===== src/rtl/tx_byte_fifo.sv =====
// ---------------------------------------------------------------------------
// tx_byte_fifo
//
// Byte buffer that sits directly upstream of the transceiver PISO serializer.
// It absorbs bursts from the host/packet logic and hands one word at a time
// to the serializer over a valid/ready handshake. The FIFO is
// first-word-fall-through: whenever m_valid is high, the head word is already
// on m_data, so no read-request cycle is needed.
//
// Parameters
//   DATA_WIDTH  width of each stored word (serializer data_in width)
//   DEPTH_LOG2  log2 of the storage depth (DEPTH = 2**DEPTH_LOG2)
//
// Ports
//   clk       in   clock, all logic on the rising edge
//   rst       in   synchronous active-high reset; discards all queued words
//   wr_en     in   write request from upstream
//   wr_data   in   word to write
//   full      out  no free entry; a write this cycle is dropped
//   overflow  out  sticky flag: a write was dropped while full
//   ovf_clr   in   one-cycle pulse that clears overflow (a new drop wins)
//   m_valid   out  head word available (serializer valid)
//   m_data    out  head word (serializer data_in)
//   m_ready   in   serializer can take a word this cycle
//
// Optional feature, enabled by defining TX_FIFO_LEVEL_EN:
//   level     out  current fill count, 0..DEPTH
//   afull     out  registered almost-full flag, high when count >= DEPTH-2
// ---------------------------------------------------------------------------
module tx_byte_fifo #(
    parameter int DATA_WIDTH = 8,
    parameter int DEPTH_LOG2 = 4
) (
    input  logic                  clk,
    input  logic                  rst,
    input  logic                  wr_en,
    input  logic [DATA_WIDTH-1:0] wr_data,
    output logic                  full,
    output logic                  overflow,
    input  logic                  ovf_clr,
    output logic                  m_valid,
    output logic [DATA_WIDTH-1:0] m_data,
    input  logic                  m_ready
`ifdef TX_FIFO_LEVEL_EN
    ,
    output logic [DEPTH_LOG2:0]   level,
    output logic                  afull
`endif
);

    localparam int DEPTH = 1 << DEPTH_LOG2;

    localparam logic [DEPTH_LOG2:0]   FULL_COUNT  = (DEPTH_LOG2 + 1)'(DEPTH);
    localparam logic [DEPTH_LOG2-1:0] PTR_ONE     = (DEPTH_LOG2)'(1);
    localparam logic [DEPTH_LOG2:0]   COUNT_ONE   = (DEPTH_LOG2 + 1)'(1);

    logic [DATA_WIDTH-1:0] mem_q [DEPTH];

    logic [DEPTH_LOG2-1:0] wr_ptr_q, wr_ptr_d;
    logic [DEPTH_LOG2-1:0] rd_ptr_q, rd_ptr_d;
    logic [DEPTH_LOG2:0]   count_q, count_d;
    logic                  overflow_q, overflow_d;

    logic wr_acc;
    logic rd_acc;

    // Status flags come straight from the registered count, so they describe
    // the FIFO as it stood at the start of the cycle.
    assign full     = (count_q == FULL_COUNT);
    assign m_valid  = (count_q != '0);
    assign overflow = overflow_q;

    // The head entry can never be overwritten by a concurrent write: when the
    // FIFO is non-empty and not full, wr_ptr differs from rd_ptr, and when it
    // is full the write is refused.
    assign m_data = mem_q[rd_ptr_q];

    always_comb begin
        wr_acc = wr_en & ~full;
        rd_acc = m_valid & m_ready;

        wr_ptr_d = wr_ptr_q;
        rd_ptr_d = rd_ptr_q;
        count_d  = count_q;

        if (wr_acc) begin
            wr_ptr_d = wr_ptr_q + PTR_ONE;
        end
        if (rd_acc) begin
            rd_ptr_d = rd_ptr_q + PTR_ONE;
        end

        // A simultaneous accepted write and read leaves the count unchanged.
        case ({wr_acc, rd_acc})
            2'b10:   count_d = count_q + COUNT_ONE;
            2'b01:   count_d = count_q - COUNT_ONE;
            default: count_d = count_q;
        endcase

        // Evaluated in this order so that a drop in the same cycle as a clear
        // leaves the flag set.
        overflow_d = overflow_q;
        if (ovf_clr) begin
            overflow_d = 1'b0;
        end
        if (wr_en & full) begin
            overflow_d = 1'b1;
        end
    end

    always_ff @(posedge clk) begin
        if (rst) begin
            wr_ptr_q   <= '0;
            rd_ptr_q   <= '0;
            count_q    <= '0;
            overflow_q <= 1'b0;
        end else begin
            wr_ptr_q   <= wr_ptr_d;
            rd_ptr_q   <= rd_ptr_d;
            count_q    <= count_d;
            overflow_q <= overflow_d;
        end
    end

    // Storage is deliberately left out of reset; stale contents are never
    // visible because m_valid gates them and the pointers restart at zero.
    always_ff @(posedge clk) begin
        if (wr_acc) begin
            mem_q[wr_ptr_q] <= wr_data;
        end
    end

`ifdef TX_FIFO_LEVEL_EN
    localparam logic [DEPTH_LOG2:0] AFULL_COUNT = (DEPTH_LOG2 + 1)'(DEPTH - 2);

    logic afull_q, afull_d;

    // afull is computed from the next count so it changes on the same edge
    // as count itself.
    always_comb begin
        afull_d = (count_d >= AFULL_COUNT);
    end

    always_ff @(posedge clk) begin
        if (rst) begin
            afull_q <= 1'b0;
        end else begin
            afull_q <= afull_d;
        end
    end

    assign level = count_q;
    assign afull = afull_q;
`endif

endmodule


===== config.mk =====
export PLATFORM = sky130hd
export DESIGN_NAME = tx_byte_fifo
export DESIGN_NICKNAME = d
export VERILOG_FILES = /design/src/rtl/tx_byte_fifo.sv
export SDC_FILE = /design/constraint.sdc
export NUM_CORES = 1
export LEC_CHECK = 0
export BUFFER_PORTS_ARGS = -buffer_cell sky130_fd_sc_hd__clkbuf_2
export CORE_MARGIN = 3
export CORE_UTILIZATION = 65
export DETAILED_ROUTE_END_ITERATION = 16
export GPL_ROUTABILITY_DRIVEN = 1
export PLACE_DENSITY = 0.83
export SLEW_MARGIN = 0
export SYNTH_ARGS = -nofsm -noshare
export SYNTH_HDL_FRONTEND = slang
export SYNTH_SLANG_ARGS = --single-unit

===== constraint.sdc =====
create_clock -name clk -period 4.3 [get_ports clk]
set_input_delay 0.43 -clock clk [delete_from_list [all_inputs] [get_ports clk]]
set_output_delay 0.43 -clock clk [all_outputs]
set_load 0.02 [all_outputs]

# After elaboration in Yosys (flattened, before gate mapping)
# Memories as Yosys holds them, arrays and structs flattened. A register that Yosys moved wholly into a read port is not among the register bits.
# Index checks and enable logic that the tools add are counted.
# op_classes
addsub,4
n_mux,7
reduce_logical,3
n_eq_ne,3
bitwise,4
# op_table
op,n
one-hot mux 5 bit (2 select lines),1
adder 4 x 1 -> 4 bit (second input constant),2
2-to-1 mux 4 bit,2
adder 5 x 1 -> 5 bit (second input constant),1
equality test 5 bit (second input constant),1
nonzero test 5 bit,1
subtractor 5 x 1 -> 5 bit (second input constant),1
2-to-1 mux 1 bit,4
nonzero test 2 bit,2
bitwise AND 1 bit,3
equality test 2 x 1 -> 1 bit (second input constant),1
equality test 2 bit (second input constant),1
NOT 1 bit,1
# word_totals
inputBits,13
reg_bits,14
n_memories,1
output_inout_bits,11
word_cells,26
ram_bits,128
# mem_list
memory,words,word_bits,read_ports,rd_ports_with_merged_regs,write_ports,line,source
mem_q,16,8,1,1,1,57,logic [DATA_WIDTH-1:0] mem_q [DEPTH];

# Depth between registers and ports, before layout
# Gate-level depths: netlist of the first run.
# logic_depth
depth_word,5
mapped_depth,11
mapped_depth_nobuf,10

# Worst setup path before layout of the first run
# Ideal clock, no wire load.
# synth_path
path_type,reg-to-reg
from,reg count_q[1]
to,reg count_q[4]
setup_slack_ps,1669
period_less_slack_ps,2631
setup_time_ps,123
arrival_time_ps,2508
path_buffers,2
stages_incl_launch_ff,12
path_cell_list,dfxtp_1 > buf_6 > or4_4 > o21a_1 > buf_6 > ha_1 > xor2_1 > ha_1 > nor4_1 > a2bb2oi_1 > o22ai_1 > mux2_1
# synth_via
elab_cells_between_ends,11
cone_classes,add/sub: 2; eq/ne: 3; mux: 1; bitwise: 3; reduce/logical: 2
# synth_lines
item,line,source
"start, declared",61,"logic [DEPTH_LOG2:0] count_q, count_d;"
"start signal, assigned",120,count_q <= count_d;
nonzero test 5 bit (*),70,assign m_valid = (count_q != '0);
bitwise AND 1 bit (*),80,rd_acc = m_valid & m_ready;
named net rd_acc,65,logic rd_acc;
equality test 2 x 1 -> 1 bit or equality test 2 bit (tied branches),94,"case ({wr_acc, rd_acc})"
one-hot mux 5 bit (2 select lines) or nonzero test 2 bit (tied branches),--,
# Mark *: on every way through the listed nets, which the timed path passes. The rest lies on a longest branch.
# A chain may end at the register's enable or synchronous reset.

==> summary.md, run 1 <==
| Metric | Value |
|---|---|
| Status | finished, final reports clean |
| Antenna diodes | 0 |
| Detail Placement HPWL | 6760 µm |
| GR Layer Usage met3 | 0.0671 |
| Max-slew violations | 0 |
| Synthesized cell area | 0.00581 mm² |
| Worst-Margin Slew | 1.19 ns |
| Skew final | 0.00439 ns |
| Sequential power share | 0.447 |
| Worst vdd ir | 0.000309 V |
| Cell Int Power | 2.81 mW |
| Worst Path Required | 3.87 ns |
| PD cells | 573 mW/mm² |
| Placed Instances | 419 |
| Largest net degree at the start of global routing | 33 |
| Placeable core area | 0.00846 mm² |
| Hold buffer count at cts | 0 |
| Net Count, Synth | 321 |
| GRT Overall Usage | 0.255 |
| Post-Route WL | 11600 µm |
| Layout area overhead | 13.0% |
| Fmax achieved | 317 MHz |
| FP Rows | 33 |
| Filler instances | 446 |
| Max cap viols | 0 |
| Buf+Inv Stages, Crit Path | 2 |
| Critical path cell sequence | buf_4, mux4_2, mux4_2, clkbuf_2 |
| First-pass GRT wire length | 17600 µm |
| Final Cell Area | 0.00657 mm² |
| Die footprint | 0.0101 mm² |
| # H-tree levels | 4 |
| PostCTS Resize Cnt | 0 |
| Yosys top cell by area | edfxtp_1 |
| Critical Path End Type | output port |
| CTS Buf Count | 17 |
| Post-CTS setup buffers | 0 |
| Die span in x | 101 µm |
| Io pins | 24 |
| Family with the most delay on the worst path | multiplexers |
| Clk slew on worst S/H paths | 0.06 ns |
| Final setup TNS | 0 ns |
| Vias in the first global route | 3017 |
| Clk network pwr share | 0.371 |
| Cells after Synth | 301 |
| Initial antenna violation count | 0 |
| GPL Wtd Cong | 0.841 |
| Synth Warn # | 0 |
| Post-route ant nets | 0 |
| Vias | 2907 |
| Placed cell area | 0.00601 mm² |
| Sw power | 0.953 mW |
| Crit start category | flop |
| CTS Sinks | 146 |
| Overall power | 3.76 mW |
| #FFs+latches synth | 146 |
| Pleak | 2.17 nW |
| Initial Utilization | 0.687 |
| Switching Fraction | 0.253 |
| CP most frequent cell | mux4_2 |
| Syn_area_per_cell | 19.3 µm² |
| Worst-path maximum fanout | 12 |
| Tmin final | 3.15 ns |
| Setup-failing EPs final | 0 |
| Max-slew headroom | 0.206 |
| Most frequent cells in the layout | edfxtp_1, mux4_2, nor2_1 |
| Synth area leaders | edfxtp_1, mux4_2, dfxtp_1 |
| Fraction of layout cells with a size suffix above 1 | 0.299 |
| Met1 Track Usage GR | 0.336 |
| Async SR Flop Fraction | 0 |
| DIE HEIGHT | 101 µm |
| Final core utilization | 0.776 |
| Max Root-Sink Buffers | 2 |
| Root buffer cell | clkbuf_8 |
| GR Util met2 | 0.399 |
| Initial drt markers | 250 |
| Post-synth EDFFs | 128 |
| Comb power frac | 0.181 |
| Post-route DRC | 0 |
| Worst Setup Path Type | flop to output port |
| Critical Path Slowest Stage Cell | dfxtp_2 |
| Fin. Hold Viols | 0 |
| Gr busiest metal | met2 |
| RSZ-0062 raised after global routing | false |
| Post-DR wirelength/cell | 25.8 µm |
| Fin crit share | 0.733 |
| Post-synthesis sequential area ratio | 0.723 |
| Prevailing post-synth register cell | edfxtp_1 |
| Non-Filler Instances | 450 |
| Synth cell types | 38 |
| Nets@finish | 353 |
| Total gr overflow | 0 |
| I/O Buffers | 23 |
| CP peak stage delay | 0.60 ns |
| Synth top area share | 0.661 |
| Clock latency on the worst-skew pair | 0.51 ns |
| CTS tree | built |
| Data arrival time of the critical path | 2.72 ns |
| Most common cell after layout, fill and taps aside | edfxtp_1 |
| Drt pass-1 iters | 4 |
| Worst min path class | primary input to flop |
| Vias per cell | 6.46 |
flip-flops by register name, summed over array words and instances, names as in the netlist, named ones only:
| register | flops |
|---|---|
| count_q | 5 |
| mem_q | 128 |
| overflow | 1 |
| rd_ptr_q | 4 |
| wr_ptr_q | 4 |
area by class of cell:
| class | count | area (µm²) | area share |
|---|---|---|---|
| clock inverters | 12 | 141 | 0.0215 |
| multi-input cells | 134 | 1490 | 0.226 |
| well taps | 105 | 131 | 0.0200 |
| flip-flops and latches | 146 | 4210 | 0.640 |
| repair buffers | 30 | 168 | 0.0255 |
| inverters | 4 | 15.0 | 0.00229 |
| clock buffers | 19 | 422 | 0.0642 |
worst paths after layout:
kind	start	endpoint	slack, ns	cells past startpoint
max	flop	m_data[2]	1.15	4
min	wr_en	overflow	0.23	3
max reg2reg	count_q[2]	count_q[4]	1.36	10
min reg2reg	rd_ptr_q[3]	rd_ptr_q[3]	0.53	2
stage by stage:
stage	hold slack, ns	setup slack [ns]
3_3_place_gp	0.486	1.57
3_5_place_dp	0.510	1.41
5_1_grt	0.217	1.01
6_report	0.226	1.15
2_1_floorplan	0.472	1.67
4_1_cts	0.202	1.08
worst register-to-register path, stage by stage, from the launching register on:
cell and delay [ns]:
dfxtp_1 0.51, nor4_1 0.14, a21boi_1 0.57, inv_1 0.10
ha_1 0.31, xor2_1 0.18, ha_1 0.24, a21oi_1 0.16
a2bb2oi_1 0.21, o22ai_1 0.11, mux2_1 0.31
power by group through the flow:
stage               clock network [mW]  logic, mW  registers, mW
detailed placement                   0      0.678           1.71
global route                      1.47      0.734           1.69
global placement                     0      0.657           1.70
CTS                               1.41      0.687           1.68
finish                            1.40      0.683           1.68
floorplan                            0      0.561           1.67
cells by family after synthesis:
| logic type | count (synthesis) | synth area share |
|---|---|---|
| AOI/OAI and AO/OA | 13 | 0.0146 |
| adders and majority gates | 7 | 0.0151 |
| and+or+nand+nor | 61 | 0.0502 |
| buffers and inverters | 21 | 0.0209 |
| muxes | 44 | 0.162 |
| DFF | 146 | 0.723 |
| xor gates and xnor gates | 9 | 0.0136 |
metal layers:
layer | vias to the layer above | wire length [µm] | part of all wire
li1 | 1270 | - | -
met1 | 1475 | 4610 | 0.40
met2 | 131 | 5830 | 0.50
met3 | 31 | 787 | 0.068
met4 | 0 | 393 | 0.034
met5 | - | 0 | 0
synth_stat cells, types with 2 or more instances:
cell type / instances
a21oi_1: 4
buf_1: 2
buf_2: 3
buf_6: 2
clkbuf_1: 7
clkbuf_8: 2
dfxtp_1: 18
edfxtp_1: 128
ha_1: 7
inv_1: 4
mux2i_1: 2
mux4_2: 40
nand2_1: 8
nand2b_1: 3
nand4_1: 2
nor2_1: 31
nor2b_1: 4
nor3_1: 4
nor4_1: 3
o22ai_1: 2
xnor2_1: 2
xor2_1: 7
No activity file was read; power rests on OpenSTA's default activity.
==> run 2, diff against run 1 <==
ABC_AREA = 1   (was not set)
CORE_UTILIZATION = 55   (was 65)
PLACE_DENSITY = 0.75   (was 0.83)
clock period = 2.5 ns   (was 4.3 ns; I/O delays follow)
==> run 2 against run 1 <==
Against the previous run: sequential power up 72%; flip-flop and latch count unchanged; clock power up 81%; non-clock buffer count up 22; combinational power rose to 2.5 times the previous value; via count up 33%; die area up 23%; final cell count up 50%; hold slack worse by 0.14 ns; setup slack worse by 1.0 ns.
==> summary.md, run 2 <==
| Metric | Value |
|---|---|
| Status | finished, final reports clean |
| Cell Int Power | 4.94 mW (+76%) |
| Detail Placement HPWL | 8040 µm (+19%) |
| Layout area overhead | 16.8% |
| Worst-path maximum fanout | 23 (+11) |
| Final core utilization | 0.675 (-0.101) |
| Most frequent cells in the layout | edfxtp_1, inv_1, o21ai_0 |
| Max cap viols | 0 (unchanged) |
| Post-route ant nets | 0 (unchanged) |
| Worst Setup Path Type | flop to output port |
| Top-count cell post-synth | edfxtp_1 |
| Largest net degree at the start of global routing | 56 (+70%) |
| Synth top area share | 0.630 (-0.0315) |
| Critical path cell sequence | inv_1, buf_4, o21ai_0, o211ai_1, nand2_1, clkbuf_2 |
| Die span in x | 111 µm (+11%) |
| Die footprint | 0.0124 mm² (+23%) |
| GRT Overall Usage | 0.221 (-0.0340) |
| Fmax achieved | 422 MHz |
| Post-synthesis sequential area ratio | 0.689 (-0.0344) |
| RSZ-0062 raised after global routing | false |
| I/O Buffers | 23 (unchanged) |
| Max-slew headroom | 0.650 (+0.443) |
| Final setup TNS | 0 ns (unchanged) |
| Fin crit share | 0.948 |
| Clk network pwr share | 0.353 (-0.018) |
| Post-synth EDFFs | 128 (unchanged) |
| Vias | 3870 (+33%) |
| Skew final | 0.0125 ns (+0.00813 ns) |
| Buf+Inv Stages, Crit Path | 3 (+1) |
| Tmin final | 2.37 ns |
| Most frequent cells after synthesis | edfxtp_1, inv_1, o21ai_0 |
| Cells after Synth | 482 (+60%) |
| Sw power | 2.21 mW (+130%) |
| Yosys top cell by area | edfxtp_1 |
| Prevailing post-synth register cell | edfxtp_1 |
| Critical Path End Type | output port |
| Async SR Flop Fraction | 0 (unchanged) |
| Fraction of layout cells with a size suffix above 1 | 0.174 (-0.125) |
| Total gr overflow | 0 (unchanged) |
| Post-route DRC | 0 (unchanged) |
| Largest regs | mem_q (128), count_q (5) |
| Nets@finish | 548 (+55%) |
| Worst vdd ir | 0.000492 V (+59%) |
| Sequential power share | 0.404 (-0.043) |
| Initial drt markers | 340 (+36%) |
| Worst-Margin Slew | 0.523 ns (-0.663 ns) |
| CTS tree | built |
| Data arrival time of the critical path | 2.12 ns (-0.60 ns) |
| Clk slew on worst S/H paths | 0.06 ns (about the same) |
| Vias in the first global route | 3964 (+31%) |
| Drt pass-1 iters | 5 (+1) |
| CP peak stage delay | 0.35 ns (-0.25 ns) |
| PD cells | 1000 mW/mm² (+75%) |
| Worst Path Required | 2.25 ns (-1.62 ns) |
| # H-tree levels | 4 (unchanged) |
| Reg with most FFs | mem_q |
| Synth area leaders | edfxtp_1, dfxtp_1, mux2i_1 |
| Critical Path Slowest Stage Cell | buf_4 |
| Overall power | 7.15 mW (+90%) |
| Initial antenna violation count | 0 (unchanged) |
| Placeable core area | 0.0106 mm² (+25%) |
| CTS Sinks | 146 (unchanged) |
| Vias per cell | 5.72 (-12%) |
| Synth Warn # | 0 (unchanged) |
| Net Count, Synth | 502 (+56%) |
| Root buffer cell | clkbuf_8 |
| Most common cell after layout, fill and taps aside | edfxtp_1 |
| Antenna diodes | 0 (unchanged) |
| Io pins | 24 (unchanged) |
| Family with the most delay on the worst path | buffers and inverters |
| Fin. Hold Viols | 0 (unchanged) |
| Pleak | 2.63 nW (+21%) |
| Switching Fraction | 0.309 (+0.0554) |
| Clock latency on the worst-skew pair | 0.52 ns (about the same) |
| CTS Buf Count | 17 (unchanged) |
| Comb power frac | 0.242 (+0.061) |
| Syn_area_per_cell | 12.7 µm² (-34%) |
| Crit start category | flop |
| Setup-failing EPs final | 0 (unchanged) |
| Post-DR wirelength/cell | 19.6 µm (-24%) |
| Min-delay src | wr_en |
| DIE HEIGHT | 111 µm (+11%) |
| Max Root-Sink Buffers | 2 (unchanged) |
| Largest register FFs | 128 (unchanged) |
| #FFs+latches synth | 146 (unchanged) |
| Synth cell types | 31 (-18%) |
| Worst min path class | primary input to flop |
| Synthesized cell area | 0.00610 mm² (+5.0%) |
| Reg2reg start | count_q[0] |
| GPL Wtd Cong | 0.823 (-2.1%) |
| Filler instances | 755 (+69%) |
| FP Rows | 37 (+12%) |
| Post-Route WL | 13300 µm (+14%) |
| Max-slew violations | 0 (unchanged) |
| First-pass GRT wire length | 20800 µm (+18%) |
| Initial Utilization | 0.578 (-0.109) |
==> run 2: cell count changes in the layout (fill, tap and decap cells not counted), moves of 15 or more <==
cell      previous run  this run
inv_1                4        53
mux2i_1              2        32
o211ai_1             0        32
a21oi_1              4        37
nand3_1              0        15
buf_4                7        24
nand2_1              8        30
mux4_2              40         0
o21ai_0              1        40
==> run 2: layout make-up <==
type	instances	area, µm²	area share
repair buffers	52	379	0.0532
well taps	136	170	0.0239
flip-flops and latches	146	4210	0.590
clock inverters	14	176	0.0247
multi-input cells	256	1570	0.220
clock buffers	18	418	0.0586
inverters	55	209	0.0293
==> run 2: layer usage <==
metal  global-route usage  up-vias  share of wire
li1                     -     1830              -
met1                0.287     1856           0.42
met2                0.359      157           0.49
met3               0.0505       27          0.071
met4               0.0949        0          0.021
met5                    0        -              0
==> run 2: power groups by stage <==
stage          clock [mW]  combinational (mW)  sequential [mW]
6_report             2.53                1.73             2.89
5_1_grt              2.69                1.90             2.90
4_1_cts              2.55                1.63             2.90
3_5_place_dp            0                1.58             2.97
3_3_place_gp            0                1.54             2.96
2_1_floorplan           0                1.20             2.89
==> run 2: what timing repair did <==
item                                   in CTS  in global routing
setup buffers                               1                  3
endpoints found under the hold margin       1                  0
hold buffers                                2                  0
setup endpoints to repair                   2                  3
pin swaps                                   0                  2
gates resized for setup                     1                  3
cloned                                      0                  1
==> run 2: cells by family (layout without fill, tap and decap cells) <==
family / count (synthesis) / count (layout) / share of synthesized area
compound gates: 115 / 115 / 0.108
buf+inv: 80 / 139 / 0.0541
flops: 146 / 146 / 0.689
fa+ha+maj: 7 / 7 / 0.0144
xor+xnor: 7 / 7 / 0.0100
simple gates: 95 / 95 / 0.0722
mux: 32 / 32 / 0.0525
==> run 2: worst min-delay path, stage by stage <==
cell and delay, ns:
clkbuf_2 0.11, nand2_4 0.11, a211oi_1 0.08
==> run 2: per-stage QoR <==
step / hold WS [ns] / std cells / cell area, µm² / setup slack (ns)
floorplan: 0.349 / 482 / 6100 / 0.496
global route: 0.0937 / 677 / 7130 / 0.0151
detailed placement: 0.466 / 638 / 6450 / 0.492
global placement: 0.451 / 638 / 6450 / 0.557
CTS: 0.0672 / 673 / 7070 / 0.0450
finish: 0.0819 / 677 / 7130 / 0.129
==> run 2: worst paths after layout <==
kind / end / slack [ns] / depth (start not counted)
worst min register to register: flop / 0.52 / 2
worst min-delay path: wr_ptr_q[1] / 0.08 / 3
worst max-delay path: m_data[4] / 0.13 / 6
worst max register to register: count_q[4] / 0.46 / 15
